$ cat src/rtl/cpu_pkg.sv
// Shared cpu types and constants: word/address/instruction widths, reset PC,
// and the instruction-to-word split used by the program loader.
package cpu_pkg;

  localparam int WORD_W          = 10;
  localparam int WORDS_PER_INSTR = 3;

  typedef logic [WORD_W-1:0]                 word_t;
  typedef logic [13:0]                       addr_t;
  typedef logic [WORDS_PER_INSTR*WORD_W-1:0] instr_t;

  localparam addr_t RESET_PC = 14'h2000;

  // One buffered host transfer: the instruction plus its end-of-program marker.
  typedef struct packed {
    logic   last;
    instr_t data;
  } fifo_entry_t;

  // Word idx 0 is the most significant slice, matching the cpu fetch order.
  function automatic word_t instr_word(input instr_t instr, input logic [1:0] idx);
    return instr[(WORDS_PER_INSTR - 1 - int'(idx)) * WORD_W +: WORD_W];
  endfunction

endpackage

$ cat src/rtl/instr_fifo.sv
// Synchronous FIFO with registered storage, push/pop/flush and full/empty flags.
// Read data is the head entry, valid whenever empty is low.
module instr_fifo #(
  parameter int WIDTH = 31,
  parameter int DEPTH = 4
) (
  input  logic             clk,
  input  logic             rst,
  input  logic             push,
  input  logic             pop,
  input  logic             flush,
  input  logic [WIDTH-1:0] wdata,
  output logic [WIDTH-1:0] rdata,
  output logic             full,
  output logic             empty
);

  localparam int AW = $clog2(DEPTH);
  localparam logic [AW:0] PTR_ONE = {{AW{1'b0}}, 1'b1};

  logic [WIDTH-1:0] mem [DEPTH];
  logic [AW:0]      wr_ptr;
  logic [AW:0]      rd_ptr;
  logic             do_push;
  logic             do_pop;

  assign do_push = push && !full && !flush;
  assign do_pop  = pop && !empty && !flush;

  // Pointers carry one extra wrap bit so full and empty are distinguishable.
  always_ff @(posedge clk or posedge rst) begin
    if (rst) begin
      wr_ptr <= '0;
      rd_ptr <= '0;
    end else if (flush) begin
      wr_ptr <= '0;
      rd_ptr <= '0;
    end else begin
      if (do_push) wr_ptr <= wr_ptr + PTR_ONE;
      if (do_pop)  rd_ptr <= rd_ptr + PTR_ONE;
    end
  end

  always_ff @(posedge clk) begin
    if (do_push) mem[wr_ptr[AW-1:0]] <= wdata;
  end

  assign rdata = mem[rd_ptr[AW-1:0]];
  assign empty = (wr_ptr == rd_ptr);
  assign full  = (wr_ptr[AW] != rd_ptr[AW]) && (wr_ptr[AW-1:0] == rd_ptr[AW-1:0]);

endmodule

$ cat src/rtl/instr_loader.sv
// Host-side program writer: buffers 30-bit instructions, writes them as three
// 10-bit words from BASE_ADDR upward, and holds the cpu in reset until done.
module instr_loader
  import cpu_pkg::*;
#(
  parameter addr_t BASE_ADDR  = RESET_PC,
  parameter int    FIFO_DEPTH = 4
) (
  input  logic         clk,
  input  logic         rst,
  input  logic         in_valid,
  output logic         in_ready,
  input  logic [29:0]  in_data,
  input  logic         in_last,
  input  logic         start,
  output logic [13:0]  mem_addr,
  output logic [9:0]   mem_wdata,
  output logic         mem_we,
  output logic         cpu_hold,
  output logic         done,
  output logic         err,
  output logic [11:0]  instr_count
);

  typedef enum logic [2:0] {
    WAIT,
    W0,
    W1,
    W2,
    DONE,
    ERR
  } loader_state_t;

  localparam int    ENTRY_W   = $bits(fifo_entry_t);
  localparam addr_t LAST_ADDR = '1;

  loader_state_t state;
  loader_state_t next_state;
  addr_t         ptr;
  fifo_entry_t   hold;
  logic [11:0]   count;

  logic               fifo_push;
  logic               fifo_pop;
  logic               fifo_full;
  logic               fifo_empty;
  logic               restart;
  logic               count_inc;
  logic               writing;
  logic [ENTRY_W-1:0] fifo_rdata;
  fifo_entry_t        fifo_head;
  logic [1:0]         word_idx;

  assign in_ready  = !fifo_full && (state != DONE) && (state != ERR);
  assign fifo_push = in_valid && in_ready;
  assign fifo_head = fifo_rdata;

  instr_fifo #(
    .WIDTH (ENTRY_W),
    .DEPTH (FIFO_DEPTH)
  ) u_fifo (
    .clk   (clk),
    .rst   (rst),
    .push  (fifo_push),
    .pop   (fifo_pop),
    .flush (restart),
    .wdata ({in_last, in_data}),
    .rdata (fifo_rdata),
    .full  (fifo_full),
    .empty (fifo_empty)
  );

  always_ff @(posedge clk or posedge rst) begin
    if (rst) state <= WAIT;
    else     state <= next_state;
  end

  // W2 pops the next instruction directly so back-to-back loads have no idle cycle.
  always_comb begin
    next_state = state;
    fifo_pop   = 1'b0;
    restart    = 1'b0;
    count_inc  = 1'b0;
    case (state)
      WAIT: begin
        if (!fifo_empty) begin
          fifo_pop   = 1'b1;
          next_state = W0;
        end
      end
      W0: next_state = W1;
      W1: next_state = W2;
      W2: begin
        count_inc = 1'b1;
        if (hold.last) begin
          next_state = DONE;
        end else if (ptr == LAST_ADDR) begin
          next_state = ERR;
        end else if (!fifo_empty) begin
          fifo_pop   = 1'b1;
          next_state = W0;
        end else begin
          next_state = WAIT;
        end
      end
      DONE, ERR: begin
        if (start) begin
          restart    = 1'b1;
          next_state = WAIT;
        end
      end
      default: next_state = WAIT;
    endcase
  end

  assign writing = (state == W0) || (state == W1) || (state == W2);

  always_ff @(posedge clk or posedge rst) begin
    if (rst) begin
      ptr   <= BASE_ADDR;
      hold  <= '0;
      count <= '0;
    end else begin
      if (restart)      ptr <= BASE_ADDR;
      else if (writing) ptr <= ptr + 14'd1;

      if (fifo_pop) hold <= fifo_head;

      if (restart)                         count <= '0;
      else if (count_inc && count != '1)   count <= count + 12'd1;
    end
  end

  // Memory-side outputs decode only registered state, never the host inputs.
  always_comb begin
    word_idx = 2'd0;
    case (state)
      W1:      word_idx = 2'd1;
      W2:      word_idx = 2'd2;
      default: word_idx = 2'd0;
    endcase
  end

  assign mem_we      = writing;
  assign mem_addr    = ptr;
  assign mem_wdata   = writing ? instr_word(hold.data, word_idx) : '0;
  assign cpu_hold    = (state != DONE);
  assign done        = (state == DONE);
  assign err         = (state == ERR);
  assign instr_count = count;

endmodule

$ cat config.mk
export PLATFORM = sky130hd
export DESIGN_NAME = instr_loader
export DESIGN_NICKNAME = d
export VERILOG_FILES = /design/src/rtl/cpu_pkg.sv /design/src/rtl/instr_fifo.sv /design/src/rtl/instr_loader.sv
export SDC_FILE = /design/constraint.sdc
export NUM_CORES = 1
export LEC_CHECK = 0
export BUFFER_PORTS_ARGS = -buffer_cell sky130_fd_sc_hd__buf_2
export CAP_MARGIN = 20
export CORE_UTILIZATION = 50
export DETAILED_ROUTE_END_ITERATION = 10
export PLACE_DENSITY = 0.69
export REMOVE_ABC_BUFFERS = 1
export SLEW_MARGIN = 5
export SYNTH_ARGS = -nofsm -noshare
export SYNTH_HDL_FRONTEND = slang
export SYNTH_SLANG_ARGS = --single-unit
export TNS_END_PERCENT = 20
$ cat constraint.sdc
create_clock -name clk -period 3.5 [get_ports clk]
set_clock_uncertainty 0.15 [all_clocks]
set_input_delay 0.35 -clock clk [delete_from_list [all_inputs] [get_ports clk]]
set_output_delay 0.35 -clock clk [all_outputs]
set_load 0.01 [all_outputs]
==> run summary <==
YS warnings = 0
First-pass GRT wire length = 23.93 mm
Clock transition at the registers of the reported paths = 70 ps
Worst-path cell chain = nor2b_1 -> a22oi_1 -> nor2_1 -> buf_2
Clk root buf = clkbuf_16
Sequential share of the synthesized area = 69.11%
Critical Path Stages = 4
Setup ws final = 414.6 ps
Hold Path Cell Cnt = 2
Pwr/cell area = 904.8 nW/um2
Share of layout cells above drive strength 1 = 33.22%
Pins Over Slew Limit = 0
Ys async rst share = 34.74%
VDD IR max = 0.0006378 V
Post-DR vias/cell = 5.573
Total core area = 15200 um2
#FFs+latches synth = 190
Hpwl dp = 8.928 mm
Number of port buffers = 75
Initial antenna violation count = 0
Static Leak = 3.560 nW
Total track usage = 20.29%
Final Non-Filler Cells = 784
Worst slack at placement = 866.7 ps
Htree depth = 4
Setup bufs post-CTS = 0
Number of global-route vias before repair = 4454
CP delay by family, top = simple AND/OR/NAND/NOR gates
# diodes = 0
Commonest non-fill, non-tap cell in the layout = edfxtp_1
Status = finished, final reports clean
Initial core utilization = 51.18%
Max_cap viols = 0
RD Place Congestion = 0.7881
Full die area = 16060 um2
Final WL = 14.96 mm
Avg WL per Cell = 19.09 um
Initial DRC count = 246
Row cnt = 45
CP endpoint kind = output port
Final worst-path cycle share = 88.15%
Most frequent cells in the layout = 124 x edfxtp_1, 75 x buf_2, 64 x dfrtp_1
DIE WIDTH = 126.7 um
Critical path startpoint category = flip-flop
Slew margin rel. = 29.10%
Cell area after synthesis = 7780 um2
Drt drc = 0
Layout net count = 625
Num CTS Buffers = 17
Gr ovfl total = 0
Worst endpoint data arrival time = 2590 ps
Min-Delay Path Class = input pin to flip-flop
Fin. Hold Viols = 0
Num Clock Sinks = 190
Crit-path max FO = 19
CTS tree = yes
CP required = 3000 ps
Clock Latency Late Sink = 430 ps
RSZ-0062 raised after global routing = false
Largest net degree at the start of global routing = 42
WP buf/inv = 1
Setup violators final = 0
Tightest Pin Transition = 1061 ps
Period minus WS final = 3085 ps
CP max stage delay = 930 ps
Reg2reg path depth = 4
Antenna Violating Nets Remaining = 0
PostCTS Resize Cnt = 0
Chip height = 126.7 um
Crit-path slowest cell = nor2b_1
DP Cell Count = 719
Area growth syn-to-layout = 18.99%
Most used DFF post-synth = edfxtp_1
Worst hold slack = 43.20 ps
Critical setup path kind = flip-flop to output port
Register-to-register setup slack = 1050 ps
I/O pin count = 76
DR pass1 iterations = 6
Number of flops mapped to enable cells by yosys = 124
Vias post-DR = 4369
Clk buf depth = 2
Synth Area per Inst = 16.73 um2
Synth cell types = 41
Mapped Cells = 465
Fmax = 324.1 MHz
Fillers = 1118
==> timing repair <==
item / CTS / global route
hold buffers: 31 / 1
hold endpoints to repair: 145 / 4
setup endpoints to repair: 0 / 0
==> layout make-up <==
| class | instances | area, um2 | share of cell area, % |
|---|---|---|---|
| clock buffer | 17 | 425.4 | 4.595 |
| clock inverter | 15 | 128.9 | 1.392 |
| inverter | 8 | 30.03 | 0.3244 |
| multi-input combinational | 244 | 2255 | 24.35 |
| sequential | 190 | 5378 | 58.09 |
| tap | 188 | 235.2 | 2.541 |
| timing repair buffer | 122 | 805.8 | 8.704 |
==> path summary, 6_finish.rpt <==
check / from / endpoint
setup / recovery: state[1] / mem_wdata[5]
max in group asynchronous: rst / mem_addr[13]
min in group asynchronous: rst / hold[9]
hold reg to reg: hold[11] / hold[11]
hold / removal: start / state[2]
setup reg to reg: state[1] / u_fifo.mem[2][24]
==> report_power, final <==
part / switching, mW / internal, mW
clock: 0.866 / 0.931
sequential: 0.452 / 3.15
combinational: 1.51 / 1.46
==> kinds of logic after synthesis <==
family | after synthesis | synth area share [%]
flip-flops | 190 | 69.11
AND/OR/NAND/NOR | 107 | 7.044
buffers and inverters | 31 | 2.010
adder cells (fa/ha/maj) | 7 | 1.126
multiplexers | 74 | 15.18
XOR/XNOR | 23 | 2.589
AO/OA/AOI/OAI | 33 | 2.943
==> per-stage QoR <==
stage	utilization [%]	power, mW	setup TNS [ps]	cell area, um2
5_1_grt	60.90	8.887	0	9258
2_1_floorplan	-	5.593	-14110	7654
6_report	60.90	8.376	0	9258
3_3_place_gp	55.11	6.516	0	8378
4_1_cts	60.80	8.463	0	9243
3_5_place_dp	55.11	6.612	0	8378
==> Yosys cell counts, types with 4 or more instances <==
cell type,number,area (um2)
edfxtp_1,124,3724
dfrtp_1,65,1627
mux2_2,39,439.2
nor2_1,35,131.4
mux4_2,31,698.2
nand2_1,18,67.56
xor2_1,17,148.9
nand3_1,16,80.08
clkbuf_1,12,45.04
a22oi_1,10,75.07
o21ai_0,10,50.05
inv_1,8,30.03
nand4_1,8,50.05
ha_1,7,87.58
and3_1,6,37.54
xnor2_1,6,52.55
and4_1,5,43.79
buf_2,5,25.02
nand2b_1,5,31.28
a21oi_1,4,20.02
buf_6,4,45.04
==> sequential cells by signal, summed over array words and instances (netlist names) <==
name           flops
u_fifo.mem       124
hold              31
mem_addr          14
instr_count       12
state              3
u_fifo.rd_ptr      3
u_fifo.wr_ptr      3
==> metal layers <==
metal,GRT usage [%],up-vias,part of all wire [%]
li1,-,2008,-
met1,26.15,2211,43
met2,33.73,132,50
met3,5.103,18,5.4
met4,7.073,0,1.6
met5,0,-,0
No activity file was read; power rests on OpenSTA's default activity.
